==> src/rtl/alu_seq_ctrl.sv <==
// Command sequencer for the 5-bit registered ALU: load A, load B, execute, capture,
// then hold the result on a valid/ready response channel.
//
// state  | meaning
// IDLE   | cmd_ready high, waiting for a command
// LOAD_A | alu_data = A, alu_load_a strobe
// LOAD_B | alu_data = B, alu_load_b strobe
// EXEC   | alu_enable_out strobe, ALU result register loads at end of cycle
// CAPT   | capture ALU result (or 0 for an illegal opcode) into rsp_data
// RESP   | rsp_valid high until rsp_ready
module alu_seq_ctrl (
  input  logic       clk,
  input  logic       rst,
  input  logic       cmd_valid,
  output logic       cmd_ready,
  input  logic [1:0] cmd_op,
  input  logic [4:0] cmd_a,
  input  logic [4:0] cmd_b,
  output logic       rsp_valid,
  input  logic       rsp_ready,
  output logic [9:0] rsp_data,
  output logic       rsp_err,
  output logic [7:0] op_count,
  output logic       alu_load_a,
  output logic       alu_load_b,
  output logic [4:0] alu_data,
  output logic [1:0] alu_op_sel,
  output logic       alu_enable_out,
  input  logic [9:0] alu_result
);

  localparam logic [1:0] OP_ILL = 2'b11;

  typedef enum logic [2:0] {IDLE, LOAD_A, LOAD_B, EXEC, CAPT, RESP} state_t;

  state_t     state;
  logic [1:0] op_q;
  logic [4:0] b_q;

  assign alu_op_sel = op_q;

  always_ff @(posedge clk or posedge rst) begin
    if (rst) begin
      state          <= IDLE;
      op_q           <= 2'b00;
      b_q            <= 5'd0;
      cmd_ready      <= 1'b1;
      rsp_valid      <= 1'b0;
      rsp_data       <= 10'd0;
      rsp_err        <= 1'b0;
      op_count       <= 8'd0;
      alu_load_a     <= 1'b0;
      alu_load_b     <= 1'b0;
      alu_data       <= 5'd0;
      alu_enable_out <= 1'b0;
    end else begin
      alu_load_a     <= 1'b0;
      alu_load_b     <= 1'b0;
      alu_enable_out <= 1'b0;
      alu_data       <= 5'd0;
      case (state)
        IDLE: begin
          if (cmd_valid) begin
            op_q      <= cmd_op;
            b_q       <= cmd_b;
            cmd_ready <= 1'b0;
            // An illegal op spends one quiet cycle in CAPT so the ALU is never touched.
            if (cmd_op != OP_ILL) begin
              state      <= LOAD_A;
              alu_load_a <= 1'b1;
              alu_data   <= cmd_a;
            end else begin
              state <= CAPT;
            end
          end
        end
        LOAD_A: begin
          state      <= LOAD_B;
          alu_load_b <= 1'b1;
          alu_data   <= b_q;
        end
        LOAD_B: begin
          state          <= EXEC;
          alu_enable_out <= 1'b1;
        end
        EXEC: begin
          state <= CAPT;
        end
        CAPT: begin
          state     <= RESP;
          rsp_valid <= 1'b1;
          rsp_err   <= (op_q == OP_ILL);
          rsp_data  <= (op_q == OP_ILL) ? 10'd0 : alu_result;
        end
        RESP: begin
          if (rsp_ready) begin
            state     <= IDLE;
            rsp_valid <= 1'b0;
            cmd_ready <= 1'b1;
            if (!rsp_err) op_count <= op_count + 8'd1;
          end
        end
        default: begin
          state <= IDLE;
        end
      endcase
    end
  end

endmodule

==> config.mk <==
export PLATFORM = sky130hd
export DESIGN_NAME = alu_seq_ctrl
export DESIGN_NICKNAME = d
export VERILOG_FILES = /design/src/rtl/alu_seq_ctrl.sv
export SDC_FILE = /design/constraint.sdc
export NUM_CORES = 1
export LEC_CHECK = 0
export ABC_AREA = 1
export CAP_MARGIN = 20
export CORE_MARGIN = 1.5
export CORE_UTILIZATION = 41
export DETAILED_ROUTE_END_ITERATION = 6
export PLACE_DENSITY = 0.75
export SLEW_MARGIN = 10
export SYNTH_ARGS = -nofsm -noshare
export SYNTH_HDL_FRONTEND = slang
export SYNTH_SLANG_ARGS = --single-unit
export TNS_END_PERCENT = 10
==> constraint.sdc <==
create_clock -name clk -period 1.4 [get_ports clk]
set_clock_uncertainty 0.2 [all_clocks]
set_input_delay 0.21 -clock clk [delete_from_list [all_inputs] [get_ports clk]]
set_output_delay 0.21 -clock clk [all_outputs]
set_load 0.01 [all_outputs]
## Yosys cells after proc, flatten, opt, wreduce, memory -nomap -nowiden

Cells that the tools add are included.

- Add/sub/neg operators: 1
- Eq/ne operators: 9
- Muxes and demuxes: 18
- Bitwise gates (word level): 1
- Reductions and logical operators: 8

Operators with widths:

| operator | number |
|---|---|
| case mux 3 bit (6 select lines) | 1 |
| 2-to-1 mux 10 bit | 1 |
| 2-to-1 mux 5 bit | 2 |
| case mux 5 bit (2 select lines) | 1 |
| 2-to-1 mux 3 bit | 3 |
| adder 8 x 1 -> 8 bit, second input constant | 1 |
| 2-to-1 mux 1 bit | 8 |
| == test 3 x 2 -> 1 bit, second input constant | 2 |
| == test 3 bit, second input constant | 2 |
| inequality test 2 bit, second input constant | 3 |
| AND reduction 2 bit | 3 |
| AND reduction 3 bit | 2 |
| case mux 1 bit (2 select lines) | 2 |
| nonzero test 2 bit | 2 |
| == test 3 x 1 -> 1 bit, second input constant | 1 |
| logical NOT 3 bit | 1 |
| == test 2 bit, second input constant | 1 |
| inverter 1 bit | 1 |

- Flip-flop bits (word level): 39
- Output and inout port bits: 31

## Longest topological paths before layout

- Depth after elaboration: 4
- Gate-level depth with buffers: 7

## Worst setup path after synthesis

No wires, ideal clock.

- Kind: flip-flop to flip-flop
- Start: register state[0]
- End: register rsp_err
- Arrival: 1.031 ns
- Required time: 1.078 ns
- Setup slack: 0.047 ns
- Cell stages (with the launch flop): 6
- Clock period less this slack: 1.353 ns
- Cells stage by stage: dfrtp_1 > nor2_4 > nand2_4 > a21oi_4 > buf_6 > a21oi_1

- Word-level cells in the longest chain between the ends: 1

RTL lines:

| element | line | RTL |
|---|---|---|
| start, declared | 36 | `state_t state;` |
| start signal, assigned | 44 | `state <= IDLE;` |
| start signal, assigned | 69 | `state <= LOAD_A;` |
| start signal, assigned | 73 | `state <= CAPT;` |
| == test 3 bit | 61 | `case (state)` |
| end signal, assigned | 92 | `rsp_err <= (op_q == OP_ILL);` |
| end, declared | 22 | `output logic rsp_err,` |

Every way passes these cells.
A chain may end at the register's enable or synchronous reset.

## Worst setup path in the final report

- Start: register state[0]
- End: register rsp_data[7]

- Word-level cells in the longest chain between the ends: 1

RTL lines:

| element | line | RTL |
|---|---|---|
| == test 3 bit | 61 |  |
| end signal, assigned | 93 | `rsp_data <= (op_q == OP_ILL) ? 10'd0 : alu_result;` |
| end, declared | 21 | `output logic [9:0] rsp_data,` |

Every way passes these cells.

==> impl_metrics.csv <==
group,metric,value,unit
timing,worst_slack,0.0239,ns
clock_tree,clkSlewWorstSetupHoldPaths,0.08,ns
timing,max_slew_margin,79.7,%
finish,layout_commonest_cell,"nand2_1",
placed_design,place_congestion,0.807,
clock_tree,cts_buffers,5,
timing,drv_slew,0,
placed_design,portBuffers,56,
clock_tree,insertion_delay,0.30,ns
floorplanning,pin_count,57,
timing,tightest_slew,0.303,ns
setup_path,cp.required,1.44,ns
yosys,syn_nets,224,
yosys,syn_area_per_cell,8.82,µm²
clock_tree,htree_levels,2,
finish,fill_cells,332,
setup_path,reg2reg_to,"rsp_data[7]",
timing,post-route-period-util,98.3,%
floorplanning,die_area,4640,µm²
placed_design,place_ws,-0.155,ns
detailed_routing,wirelength,3.88,mm
yosys,async_flop_share,100,%
power,power,4990,µW
setup_path,setup.worst_path.class,"flop to flop",
clock_tree,cts_root_buf,"clkbuf_8",
detailed_routing,via_count,1537,
yosys,yosysUniqueCellTypes,24,
global_routing,grt_antenna_before_repair,0,
finish,final_cell_mix,"nand2_1, dfrtp_1, clkdlybuf4s50_1",
timing,tns,0,ns
setup_path,path_cells,"nor2_4, nand2_4, a21oi_2, nand2_1, nand2_1",
setup_path,max_stage_delay,0.41,ns
floorplanning,initial_core_util,43.1,%
timing,rsz0062_at_grt,"yes",
setup_path,r2r_slack,0.02,ns
global_routing,grt_pass1_vias,1493,
yosys,ys.warnings.count,0,
floorplanning,coreArea,4030,µm²
status,status,"complete, no violations",
global_routing,grt_pass1_wl,6.33,mm
floorplanning,die_w,68.1,µm
power,leakage,0.00139,µW
setup_path,crit_fanout,6,
yosys,syn_area,1740,µm²
detailed_routing,via_per_inst,4.64,
finish,finalCoreUtilization,65.8,%
yosys,syn_inst,197,
yosys,ys_seq_area_share,56.2,%
floorplanning,rows,23,
detailed_routing,final_antenna_net_count,0,
power,p_per_area,1880,nW/µm²
clock_tree,cts_tree,"done",
global_routing,gr-total-overflow,0,
timing,holdWs,0.0646,ns
finish,nets,307,
finish,area_growth,52.6,%
clock_tree,cts_max_path_buffers,2,
detailed_routing,route.detailed.drc,0,
detailed_routing,wire_per_inst,11.7,µm
yosys,ys_ff_latch,39,
yosys,synth_edf_count,0,
global_routing,grtUsageTotal,18.6,%
setup_path,crit_slowest_cell,"dfrtp_1",
setup_path,cpMostUsedCell,"nand2_1",
detailed_routing,detail_route.first_pass.iterations,4,
yosys,synthFlopType,"dfrtp_1",
finish,n_antenna_cell,0,
setup_path,critPathArrivalTime,1.41,ns
timing,post-route-min-period,1.38,ns
setup_path,worstSetupStartpoint,"state[0]",
finish,drive_gt1_share,16.0,%
setup_path,setup.worst_path.start_class,"flop",
timing,setup_viol_count_final,0,
global_routing,grt_max_degree,40,
setup_path,cp-end-kind,"flop",
finish,ff_latch_area,978,µm²
timing,hold_viol_final,0,
finish,multi_input_area,678,µm²
setup_path,reg2reg_depth,5,
setup_path,crit-reg2reg-launch,"state[0]",
min_path,hp-class,"input port to async pin",
floorplanning,die_h,68.1,µm
power,peakVddDrop,1.29,mV
clock_tree,clock_sink_count,39,
placed_design,dpl.hpwl,2.68,mm
detailed_routing,drt-initial-drc-count,104,
job,maxCapViolations,0,
timing,max_freq,727,MHz
## Yosys cell counts (all sizes together) (2+ instances only)
| cell type | number | share of area (%) |
|---|---|---|
| nand2 | 91 | 20 |
| buf | 3 | 1.6 |
| xnor2 | 3 | 1.5 |
| a21oi | 2 | 1.2 |
| dfrtp | 38 | 55 |
| o21ai | 10 | 3.1 |
| nor2 | 10 | 3.5 |
| inv | 21 | 4.5 |
| nand3 | 12 | 4.9 |
## timing repair
item,4_1_cts,5_1_grt
gates resized for setup,37,21
pin swaps,1,3
buffers inserted,2,1
gates cloned,0,1
setup endpoints to repair,43,47
hold buffers,0,0
## per-stage QoR
step / cells / cell area [µm²]
2_1_floorplan: 197 / 1740
5_1_grt: 331 / 2650
3_5_place_dp: 319 / 2490
6_report: 331 / 2650
3_3_place_gp: 319 / 2490
4_1_cts: 329 / 2600
## cells by family after synthesis
family	Yosys count	share of synthesized area [%]
AO/OA/AOI/OAI	12	4.32
flip-flops	39	56.2
AND/OR/NAND/NOR	117	30.6
adder cells (fa/ha/maj)	1	0.720
XOR/XNOR	4	2.02
buffers and inverters	24	6.12
## worst max-delay path, delay by kind of cell (launching register included)
kind | cells | cell delay [ns]
AO/OA/AOI/OAI | 1 | 0.24
flip-flops | 1 | 0.41
AND/OR/NAND/NOR | 4 | 0.46
## where the power goes
| group | total [µW] | leakage [µW] | switching (µW) | internal [µW] |
|---|---|---|---|---|
| Sequential | 1820 | 0.000495 | 247 | 1570 |
| Clock | 1120 | 0.0000654 | 408 | 713 |
| Combinational | 2060 | 0.000832 | 1090 | 970 |
| Total | 4990 | 0.00139 | 1740 | 3250 |
## flip-flops by register name (all words and copies together), names as in the netlist
| name | cells |
|---|---|
| state | 3 |
| alu_data | 5 |
| alu_op_sel | 2 |
| rsp_data | 10 |
| cmd_ready | 1 |
| op_count | 8 |
| alu_load_a | 1 |
| rsp_valid | 1 |
| alu_load_b | 1 |
| alu_enable_out | 1 |
| rsp_err | 1 |
| b_q | 5 |
## worst max-delay path by stage
stage / to / slack [ns] / cells past startpoint
after floorplan: rsp_err / 0.05 / 5
after global placement: op_count[2] / -0.13 / 6
after detailed placement: op_count[2] / -0.16 / 6
after CTS: rsp_data[8] / -0.03 / 5
after global routing: rsp_data[2] / -0.07 / 5
final: rsp_data[7] / 0.02 / 5
## cell type report
type | count | share of cell area, %
clock inverters | 2 | 2.27
inverters | 21 | 3.07
well taps | 50 | 2.36
repair buffers | 78 | 27.1
clock buffers | 6 | 2.74
multi-input cells | 135 | 25.6
flip-flops and latches | 39 | 36.9
## layer usage
metal / up-vias / global-route usage, % / wire length, µm
li1: 771 / - / -
met1: 725 / 20.9 / 1630
met2: 34 / 32.3 / 1980
met3: 7 / 5.26 / 191
met4: 0 / 8.75 / 72
met5: - / 0 / 0
Note: power is estimated with default switching activity, not from simulation.
